File: src/rtl/instr_issue_unit.sv
// rtl/instr_issue_unit.sv - instruction issue and write-back front end for the 3-bit-opcode execute unit
module instr_issue_unit (
  input  logic        clk,
  input  logic        rst,
  input  logic        in_valid,
  output logic        in_ready,
  input  logic [8:0]  in_instr,
  input  logic        load_en,
  input  logic [1:0]  load_addr,
  input  logic [3:0]  load_data,
  output logic [3:0]  ex_rs,
  output logic [3:0]  ex_rt,
  output logic [2:0]  ex_sel,
  input  logic [3:0]  ex_rd,
  output logic        wb_valid,
  output logic [1:0]  wb_addr,
  output logic [3:0]  wb_data,
  output logic        busy,
  output logic [15:0] rf_dbg
);

  typedef enum logic [1:0] {S_IDLE, S_EXEC, S_WB} state_t;

  state_t     r_state;
  state_t     w_next;
  logic [3:0] r_rf [4];
  logic [3:0] r_ex_rs;
  logic [3:0] r_ex_rt;
  logic [2:0] r_ex_sel;
  logic [1:0] r_dst;
  logic       r_wb_valid;
  logic [1:0] r_wb_addr;
  logic [3:0] r_wb_data;

  logic [2:0] w_op;
  logic [1:0] w_dst;
  logic [1:0] w_src_s;
  logic [1:0] w_src_t;
  logic       w_idle;
  logic       w_accept;

  assign w_op    = in_instr[8:6];
  assign w_dst   = in_instr[5:4];
  assign w_src_s = in_instr[3:2];
  assign w_src_t = in_instr[1:0];

  // A preload in IDLE wins over an offered instruction, so it blocks acceptance.
  assign w_idle   = (r_state == S_IDLE);
  assign w_accept = w_idle && !load_en && in_valid;
  assign in_ready = w_idle && !load_en && !rst;
  assign busy     = !w_idle;

  // State register.
  always_ff @(posedge clk or posedge rst) begin
    if (rst) r_state <= S_IDLE;
    else     r_state <= w_next;
  end

  // Next state: accept -> one execute cycle -> one write-back cycle -> idle.
  always_comb begin
    w_next = r_state;
    case (r_state)
      S_IDLE:  if (w_accept) w_next = S_EXEC;
      S_EXEC:  w_next = S_WB;
      S_WB:    w_next = S_IDLE;
      default: w_next = S_IDLE;
    endcase
  end

  // Operands are read once at accept and held until the next accept.
  always_ff @(posedge clk or posedge rst) begin
    if (rst) begin
      r_ex_rs  <= 4'h0;
      r_ex_rt  <= 4'h0;
      r_ex_sel <= 3'h0;
      r_dst    <= 2'h0;
    end else if (w_accept) begin
      r_ex_rs  <= r_rf[w_src_s];
      r_ex_rt  <= r_rf[w_src_t];
      r_ex_sel <= w_op;
      r_dst    <= w_dst;
    end
  end

  // Capture the execute result at the end of EXEC; the pulse lasts the WB cycle only.
  always_ff @(posedge clk or posedge rst) begin
    if (rst) begin
      r_wb_valid <= 1'b0;
      r_wb_addr  <= 2'h0;
      r_wb_data  <= 4'h0;
    end else if (r_state == S_EXEC) begin
      r_wb_valid <= 1'b1;
      r_wb_addr  <= r_dst;
      r_wb_data  <= ex_rd;
    end else begin
      r_wb_valid <= 1'b0;
    end
  end

  // Register file: preload only in IDLE, write-back only in WB, so they never collide.
  always_ff @(posedge clk or posedge rst) begin
    if (rst) begin
      for (int i = 0; i < 4; i++) r_rf[i] <= 4'h0;
    end else if (w_idle && load_en) begin
      r_rf[load_addr] <= load_data;
    end else if (r_state == S_WB) begin
      r_rf[r_wb_addr] <= r_wb_data;
    end
  end

  assign ex_rs    = r_ex_rs;
  assign ex_rt    = r_ex_rt;
  assign ex_sel   = r_ex_sel;
  assign wb_valid = r_wb_valid;
  assign wb_addr  = r_wb_addr;
  assign wb_data  = r_wb_data;
  assign rf_dbg   = {r_rf[3], r_rf[2], r_rf[1], r_rf[0]};

endmodule

File: config.mk
export PLATFORM = sky130hd
export DESIGN_NAME = instr_issue_unit
export DESIGN_NICKNAME = d
export VERILOG_FILES = /design/src/rtl/instr_issue_unit.sv
export SDC_FILE = /design/constraint.sdc
export NUM_CORES = 1
export LEC_CHECK = 0
export CORE_MARGIN = 5
export CORE_UTILIZATION = 50
export CTS_CLUSTER_SIZE = 40
export DETAILED_ROUTE_END_ITERATION = 10
export PLACE_DENSITY = 0.85
export RECOVER_POWER = 50
export SLEW_MARGIN = 20
export SYNTH_ARGS = -nofsm -noshare
export SYNTH_HDL_FRONTEND = slang
export SYNTH_SLANG_ARGS = --single-unit
File: constraint.sdc
create_clock -name clk -period 2.74 [get_ports clk]
set_input_delay 0.685 -clock clk [delete_from_list [all_inputs] [get_ports clk]]
set_output_delay 0.685 -clock clk [all_outputs]
set_load 0.02 [all_outputs]
Yosys cells after proc, flatten, opt, wreduce, memory -nomap -nowiden. Index checks and enable logic that the tools add are counted.

Output and inout port bits: 36. Bits in registers: 38. Word-level logic and storage cells: 53.

Magnitude comparators: 6. Bitwise operators: 4. Reduce and logical (&&, ||, !) cells: 11. Muxes and demuxes: 17. Eq/ne operators: 3.

Operators by type and width (count): $bwmux 16 (2); $mux 16 (2); $mux 4 (6); $bmux 4 s2 (2); $demux 4 s2 (2); $ge 3x3->1 const B (4); $not 2->3 (4); $logic_and 1x1->1 (6); $lt 3x1->1 const B (2); $pmux 2 s2 (1); $logic_not 1->1 (3); $eq 2x1->1 const B (1); $eq 2x2->1 const B (1); $logic_not 2->1 (1); $mux 2 (1); $ne 2x1->1 const B (1); $reduce_bool 2->1 (1); $mux 1 (1).

Depth between registers and ports, before layout. Gate-level depths: netlist of the first run.

Depth in word-level cells: 8. Mapped depth: 5.

Least setup slack after synthesis of the first run. Ideal clock, no wire load.

Kind: input port to output port. Start: input load_en. End: output in_ready. Data required time: 2.055 ns. Slack: 0.707 ns. Stages on the path: 2. Arrival time: 1.348 ns. Path through: buf_4 -> nor3_1.

Cells in the longest elaborated chain, start to end: 3.

RTL lines: from (decl) (line 8) `input logic load_en,`; $logic_not 1->1 (line 50) `assign in_ready = w_idle && !load_en && !rst;`; $logic_and 1x1->1 (2 in a row) (line 50); to (decl) (line 6) `output logic in_ready,`.

No other way between the ends.

Worst setup path after layout of the first run. Same ends and word-level chain as after synthesis.

==> impl_metrics.ini, run 1 <==
[synthesis]
synth_nets = 163
netlist_instances = 140
synth.avg_cell_area_sq_um = 13.9
yosysUniqueCellTypes = 27
synth.most_common_cell = dfrtp_1
netlist_top_cells_count = dfrtp_1, mux2_2, o32ai_1, mux2_1, nand2_1
synth.top_cell.area_share_pct = 49.0
synth.yosys.seq_area_share_pct = 49.0
synth_area_sq_um = 1940
postSynth.asyncResetShare_pct = 100
synth_area_leaders = dfrtp_1, mux2_2, mux4_2
yosysTopAreaCell = dfrtp_1
ys_seq_elements = 38
synth_flop_cell = dfrtp_1
yosysWarningCount = 0
synth_enable_flop_cells = 0

[critical_path]
crit_arrival_ns = 1.96
crit_path_max_incr_delay_ns = 0.63
crit_chain = clkdlybuf4s50_1 > nor3_1 > clkdlybuf4s50_1
crit_top_cell = clkdlybuf4s50_1
crit_required_ns = 2.06
path_class = in2out
cp_slowest_cell = clkdlybuf4s50_1
worstPathMaxFanout = 2
endpoint_kind = output port
start_kind = input port

[die]
start_util_pct = 52.2
die_area_sq_um = 5220
die_h_um = 72.3
io_pins = 59
core_sq_um = 3720
die_x_um = 72.3
num_rows = 22

[sta]
post-route-min-period_ns = 2.65
fmax_mhz = 378
fin_skew_ns = 0.00564
tns_ns = 0
tightest_slew_ns = 0.990
rsz0062_at_grt = no
setup_viol = 0
hold_violations = 0
slew_violations = 0
finalCritPeriodShare_pct = 96.6
slew_headroom_pct = 34.0

[clocking]
cts_tree = built
path_clk_slew_ns = 0.07
clockBufferDepth = 2
h-tree-depth = 2
clock_sinks = 38
insertion_delay_ns = 0.28
post_cts_resized = 0
cts_hold_buffers = 0
numCtsBuffers = 5
post_cts_buffers = 0
root_buffer = clkbuf_8

[drt]
ant_nets = 0
dr.pass1.iters = 4
via_per_inst = 5.77
vias = 1461
drtIter0Drc = 87
wl_per_cell_um = 19.9
drcViolationCount = 0
finalWirelength_mm = 5.04

[finish]
regArea_sq_um = 951
multiInputGateArea_sq_um = 926
nets = 227
layout-drive-gt1-share_pct = 19.5
diodes = 0
nFillCells = 277
synthToLayoutAreaGrowth_pct = 37.7

[power]
peakVddDrop_mv = 0.469
cellLeakagePower_nw = 1.13
total_power_mw = 2.25
pwr_density_cell_nw_per_um2 = 842

[grt]
grt_pass1_vias = 1546
grt_pass1_wl_mm = 8.06
antenna_found_initial = 0
grt_max_degree = 24
grt_usage_pct = 20.7
gr-total-overflow = 0

[placement]
dp_hpwl_mm = 4.04
gp_congestion = 0.805
io_buffers = 58

[outcome]
status = complete, no violations

[worst_hold_path]
hold_class = reg2reg

[flow_run]
drv_cap = 0
## flip-flops by register name, summed over array words and instances (netlist names)
register  cells
wb_valid      1
wb_addr       2
r_state       2
ex_sel        3
rf_dbg       16
r_dst         2
ex_rs         4
wb_data       4
ex_rt         4
## metrics by stage
| step | std cells | hold WS (ns) | setup slack [ns] | area, sq um | util (%) |
|---|---|---|---|---|---|
| floorplan | 140 | 0.452 | 0.707 | 1940 | - |
| global placement | 245 | 0.462 | 0.0820 | 2590 | 69.7 |
| detailed placement | 245 | 0.477 | 0.0675 | 2590 | 69.7 |
| CTS | 253 | 0.494 | 0.0848 | 2680 | 72.2 |
| global route | 253 | 0.509 | 0.0173 | 2670 | 71.9 |
| finish | 253 | 0.486 | 0.0929 | 2670 | 71.9 |
## logic make-up (layout without fill, tap and decap cells)
group	after synthesis	count (layout)	synth area share (%)
compound gates	24	24	11.1
buf+inv	12	77	3.23
flops	38	38	49.0
mux	39	39	27.3
simple gates	27	27	9.35
## critical path, delay by kind of cell
family        cells  cell delay [ns]
buf+inv           2             1.08
simple gates      1             0.19
## placed cells by master, fill, tap and decap left out, drive strengths merged
cell type / Yosys / final
mux4: 8 / 8
clkbuf: 1 / 8
or2: 2 / 2
mux2: 31 / 31
nor3b: 2 / 2
o21ai: 4 / 4
inv: 6 / 6
buf: 5 / 3
o32ai: 16 / 16
dfrtp: 38 / 38
clkinv: 0 / 1
nand4bb: 1 / 1
a221o: 1 / 1
clkdlybuf4s50: 0 / 49
or4b: 2 / 2
or3b: 1 / 1
nor3: 1 / 1
a221oi: 3 / 3
nand3: 1 / 1
dlygate4sd3: 0 / 9
nand2b: 3 / 3
dlymetal6s4s: 0 / 1
or4: 1 / 1
nor2b: 2 / 2
nand3b: 2 / 2
nand2: 9 / 9
## per-layer routing
metal  routed length, um  part of all wire (%)  vias up  GRT usage (%)
li1                    -                     -      679              -
met1                2140                    42      716           27.4
met2                2470                    49       56           32.9
met3                 316                   6.3       10           4.99
met4                 109                   2.2        0           8.35
met5                   0                     0        -              0
## path summary, 6_finish.rpt
path	startpoint	slack, ns	to	cells after the start
setup / recovery	load_en	0.09	in_ready	3
hold / removal	ex_rt[2]	0.49	ex_rt[2]	1
setup reg to reg	r_state[0]	0.56	ex_rs[2]	4
hold reg to reg	ex_rt[2]	0.49	ex_rt[2]	1
max in group asynchronous	rst	0.53	rf_dbg[11]	3
min in group asynchronous	rst	0.80	wb_data[3]	2
## cell type report
cell class	instances	area share, %
clock inverter	1	0.187
sequential	38	35.6
timing repair buffer	63	23.2
tap	48	2.25
clock buffer	7	3.23
inverter	6	0.843
multi-input combinational	90	34.7
## power breakdown
part	switching, mW	internal (mW)
logic	0.474	0.505
clock network	0.184	0.203
registers	0.152	0.730
total	0.810	1.44
(Power assumes the default switching activity.)
==> run 2, diff against run 1 <==
==> constraint.sdc (replaced) <==
create_clock -name clk -period 2.74 [get_ports clk]
set_input_delay 0.685 -clock clk [delete_from_list [all_inputs] [get_ports clk]]
set_output_delay 0.685 -clock clk [all_outputs]
set_load 0.05 [all_outputs]
==> impl_metrics.ini, run 2 (synthesized netlist as in run 1, its figures left out) <==
[die]
num_rows = 22
io_pins = 59
die_h_um = 72.3
die_x_um = 72.3
core_sq_um = 3720
start_util_pct = 52.2
die_area_sq_um = 5220

[critical_path]
start_kind = flip-flop
crit_arrival_ns = 1.84
crit_required_ns = 2.06
worstPathMaxFanout = 10
r2r_cells = 4
endpoint_kind = output port
startpoint = r_state[1]
path_class = reg2out
r2r_slack_ns = 0.50
r2r_start = r_state[1]

[power]
clkPwrFrac_pct = 14.6
power_frac_seq_pct = 33.2
pwr_density_cell_nw_per_um2 = 994
cellLeakagePower_nw = 1.12
p_int_mw = 1.45
p_comb_share_pct = 52.2
p_sw_share_pct = 45.5
p_sw_mw = 1.21
peakVddDrop_mv = 0.402

[placement]
io_buffers = 58
gp_congestion = 0.801
dp_hpwl_mm = 4.09

[drt]
vias = 1520
drtIter0Drc = 51
wl_per_cell_um = 20.6
ant_nets = 0
finalWirelength_mm = 5.27
dr.pass1.iters = 4
drcViolationCount = 0
via_per_inst = 5.94

[finish]
final_common_cell = clkdlybuf4s50_1
fin_util_pct = 72.2
nFillCells = 269
regArea_sq_um = 951
nets = 230
layout-drive-gt1-share_pct = 21.2
synthToLayoutAreaGrowth_pct = 38.3
largest_reg_flops = 16
diodes = 0
multiInputGateArea_sq_um = 920
final_cell_mix = clkdlybuf4s50_1, dfrtp_1, o32ai_1, mux2_2, mux2_1

[sta]
slew_headroom_pct = 45.8
setup_viol = 0
fmax_mhz = 395
slew_violations = 0
hold_violations = 0
finalCritPeriodShare_pct = 92.3
fin_skew_ns = 0.00380
tightest_slew_ns = 0.813
rsz0062_at_grt = no
tns_ns = 0
post-route-min-period_ns = 2.53

[clocking]
clock_sinks = 38
h-tree-depth = 2
insertion_delay_ns = 0.28
clockBufferDepth = 2
cts_hold_buffers = 0
post_cts_resized = 0
root_buffer = clkbuf_8
numCtsBuffers = 5
post_cts_buffers = 0
path_clk_slew_ns = 0.07
cts_tree = built

[grt]
gr-total-overflow = 0
grt_max_degree = 33
grt_pass1_wl_mm = 8.65
grt_pass1_vias = 1671
grt_usage_pct = 22.0
antenna_found_initial = 0

[flow_run]
drv_cap = 0

[worst_hold_path]
hold_start = ex_rs[1]
hold_path_depth = 1
hold_class = reg2reg

[outcome]
status = complete, no violations
run 2: layer usage:
metal  GRT usage, %  up-vias  part of all wire [%]
met5              0        -                     0
met4           10.4        0                   3.2
met3           4.57       15                   6.4
met2           34.8       62                    48
met1           28.9      759                    43
li1               -      684                     -
run 2: stage by stage:
| step | setup WS [ns] | power [mW] | std cells | hold slack, ns | area, sq um |
|---|---|---|---|---|---|
| after CTS | 0.142 | 2.69 | 256 | 0.492 | 2710 |
| final | 0.211 | 2.67 | 256 | 0.485 | 2680 |
| after global routing | 0.119 | 2.79 | 256 | 0.513 | 2680 |
| after global placement | 0.218 | 2.25 | 248 | 0.462 | 2620 |
| after floorplan | 0.409 | 1.77 | 140 | 0.452 | 1940 |
| after detailed placement | 0.193 | 2.30 | 248 | 0.476 | 2620 |
run 2: path summary, 6_finish.rpt:
| kind | endpoint |
|---|---|
| setup / recovery | busy |
| min in group asynchronous | wb_valid |
| setup reg to reg | ex_rs[2] |
| hold reg to reg | ex_rs[1] |
| max in group asynchronous | rf_dbg[4] |
| hold / removal | ex_rs[1] |
run 2: final cells by class:
cell class	count	area share, %
Multi-Input combinational cell	90	34.3
Clock inverter	1	0.187
Clock buffer	7	3.22
Sequential cell	38	35.4
Tap cell	48	2.24
Inverter	6	0.840
Timing Repair Buffer	66	23.8
run 2: power groups by stage:
stage                     Clock [mW]  Combinational (mW)  Sequential, mW
final                          0.389                1.39           0.885
after global routing           0.426                1.45           0.911
after CTS                      0.399                1.41           0.885
after detailed placement           0                1.40           0.895
after global placement             0                1.38           0.876
after floorplan                    0               0.347            1.42
run 2: critical path: stages (launching register included):
cell and delay, ns:
dfrtp_1 0.52, or2_1 0.22, clkdlybuf4s50_1 0.82
==> run 3, diff against run 2 <==
--- a/config.mk
+++ b/config.mk
@@ -5,11 +5,14 @@
 export SDC_FILE = /design/constraint.sdc
 export NUM_CORES = 1
 export LEC_CHECK = 0
+export ABC_CLOCK_PERIOD_IN_PS = 2740
+export CELL_PAD_IN_SITES_DETAIL_PLACEMENT = 1
+export CELL_PAD_IN_SITES_GLOBAL_PLACEMENT = 1
 export CORE_MARGIN = 5
-export CORE_UTILIZATION = 50
+export CORE_UTILIZATION = 40
 export CTS_CLUSTER_SIZE = 40
 export DETAILED_ROUTE_END_ITERATION = 10
-export PLACE_DENSITY = 0.85
+export PLACE_DENSITY_LB_ADDON = 0.1
 export RECOVER_POWER = 50
 export SLEW_MARGIN = 20
 export SYNTH_ARGS = -nofsm -noshare
==> impl_metrics.ini, run 3 (synthesized netlist as in run 1, its figures left out) <==
[outcome]
status = complete, no violations

[grt]
gr-total-overflow = 0
grt_pass1_wl_mm = 8.99
grt.busiest_layer = met2
gr-usage-met2_pct = 31.6
grt_max_degree = 33
use_met1_pct = 23.3
grt_pass1_vias = 1712
grt_usage_pct = 18.5
antenna_found_initial = 0
grt_use_met3_pct = 3.50

[die]
die_area_sq_um = 6340
num_rows = 25
core_sq_um = 4720
start_util_pct = 41.1
io_pins = 59
die_x_um = 79.6
die_h_um = 79.6

[clocking]
numCtsBuffers = 5
cts_hold_buffers = 0
root_buffer = clkbuf_8
clock_sinks = 38
insertion_delay_ns = 0.29
cts_tree = built
path_clk_slew_ns = 0.08
post_cts_resized = 0
post_cts_buffers = 0
h-tree-depth = 2
clockBufferDepth = 2

[finish]
final_cell_mix = clkdlybuf4s50_1, dfrtp_1, o32ai_1, mux2_2, mux2_1
synthToLayoutAreaGrowth_pct = 42.8
fin_area_sq_um = 2770
diodes = 0
largest_reg_flops = 16
nets = 229
stdcell_count = 274
layout-drive-gt1-share_pct = 21.7
final_common_cell = clkdlybuf4s50_1

[sta]
slew_headroom_pct = 40.3
finalCritPeriodShare_pct = 94.4
setup_viol = 0
tns_ns = 0
fin_skew_ns = 0.00926
tightest_slew_ns = 0.893
rsz0062_at_grt = no
post-route-min-period_ns = 2.59
fmax_mhz = 387
slew_violations = 0
hold_violations = 0
hold_ws_ns = 0.489

[placement]
placed_area_sq_um = 2640
io_buffers = 58
dp_hpwl_mm = 4.42
place_inst = 266
gp_congestion = 0.775

[drt]
dr.pass1.iters = 4
via_per_inst = 5.59
vias = 1532
finalWirelength_mm = 5.55
wl_per_cell_um = 20.3
drtIter0Drc = 63
ant_nets = 0
drcViolationCount = 0

[critical_path]
path_class = reg2out
crit_required_ns = 2.06
critPathTopFamily = buffers and inverters
crit_chain = or2_1 > clkdlybuf4s50_1
worstPathMaxFanout = 10
cp_slowest_cell = clkdlybuf4s50_1
start_kind = flip-flop
endpoint_kind = output port
crit_arrival_ns = 1.90
crit_path_max_incr_delay_ns = 0.82
crit_buf_inv = 1

[power]
pwr_density_cell_nw_per_um2 = 1030
peakVddDrop_mv = 0.431
cellLeakagePower_nw = 1.14

[worst_hold_path]
hold_class = reg2reg

[flow_run]
drv_cap = 0
## run 3: cell count changes in the layout (fill, tap and decap cells not counted), sizes merged
cell / change
buf: +1
bufinv: +2
clkbuf: -3
clkdlybuf4s50: -1
clkinv: -1
dlygate4sd3: +1
## run 3: layout make-up
type	instances	area, sq um
repair buffers	65	649
fillers	470	1950
clock buffers	6	82.6
inverters	6	22.5
well taps	67	83.8
flip-flops and latches	38	951
clock inverters	2	60.1
multi-input cells	90	920
## run 3: final timing paths
path	start	end	slack (ns)	depth (start not counted)
setup / recovery	r_state[1]	busy	0.15	2
hold / removal	ex_rs[1]	ex_rs[1]	0.49	1
setup reg to reg	r_state[1]	ex_rs[3]	0.46	4
hold reg to reg	ex_rs[1]	ex_rs[1]	0.49	1
max in group asynchronous	rst	rf_dbg[10]	0.88	3
min in group asynchronous	rst	r_dst[0]	0.79	2
## run 3: power breakdown
group	switching [mW]	internal (mW)
combinational	0.867	0.521
sequential	0.154	0.730
clock	0.204	0.388
total	1.22	1.64
## run 3: per-layer routing
layer | up-vias | part of all wire, %
li1 | 682 | -
met1 | 786 | 43
met2 | 53 | 50
met3 | 11 | 5.1
met4 | 0 | 2.0
met5 | - | 0
## run 3: per-stage QoR
step / worst slack, ns / util [%] / total power, mW
floorplan: 0.409 / - / 1.77
global placement: 0.257 / 56.0 / 2.26
detailed placement: 0.205 / 56.0 / 2.30
CTS: 0.0902 / 59.0 / 2.89
global route: 0.0648 / 58.6 / 2.98
finish: 0.153 / 58.6 / 2.86
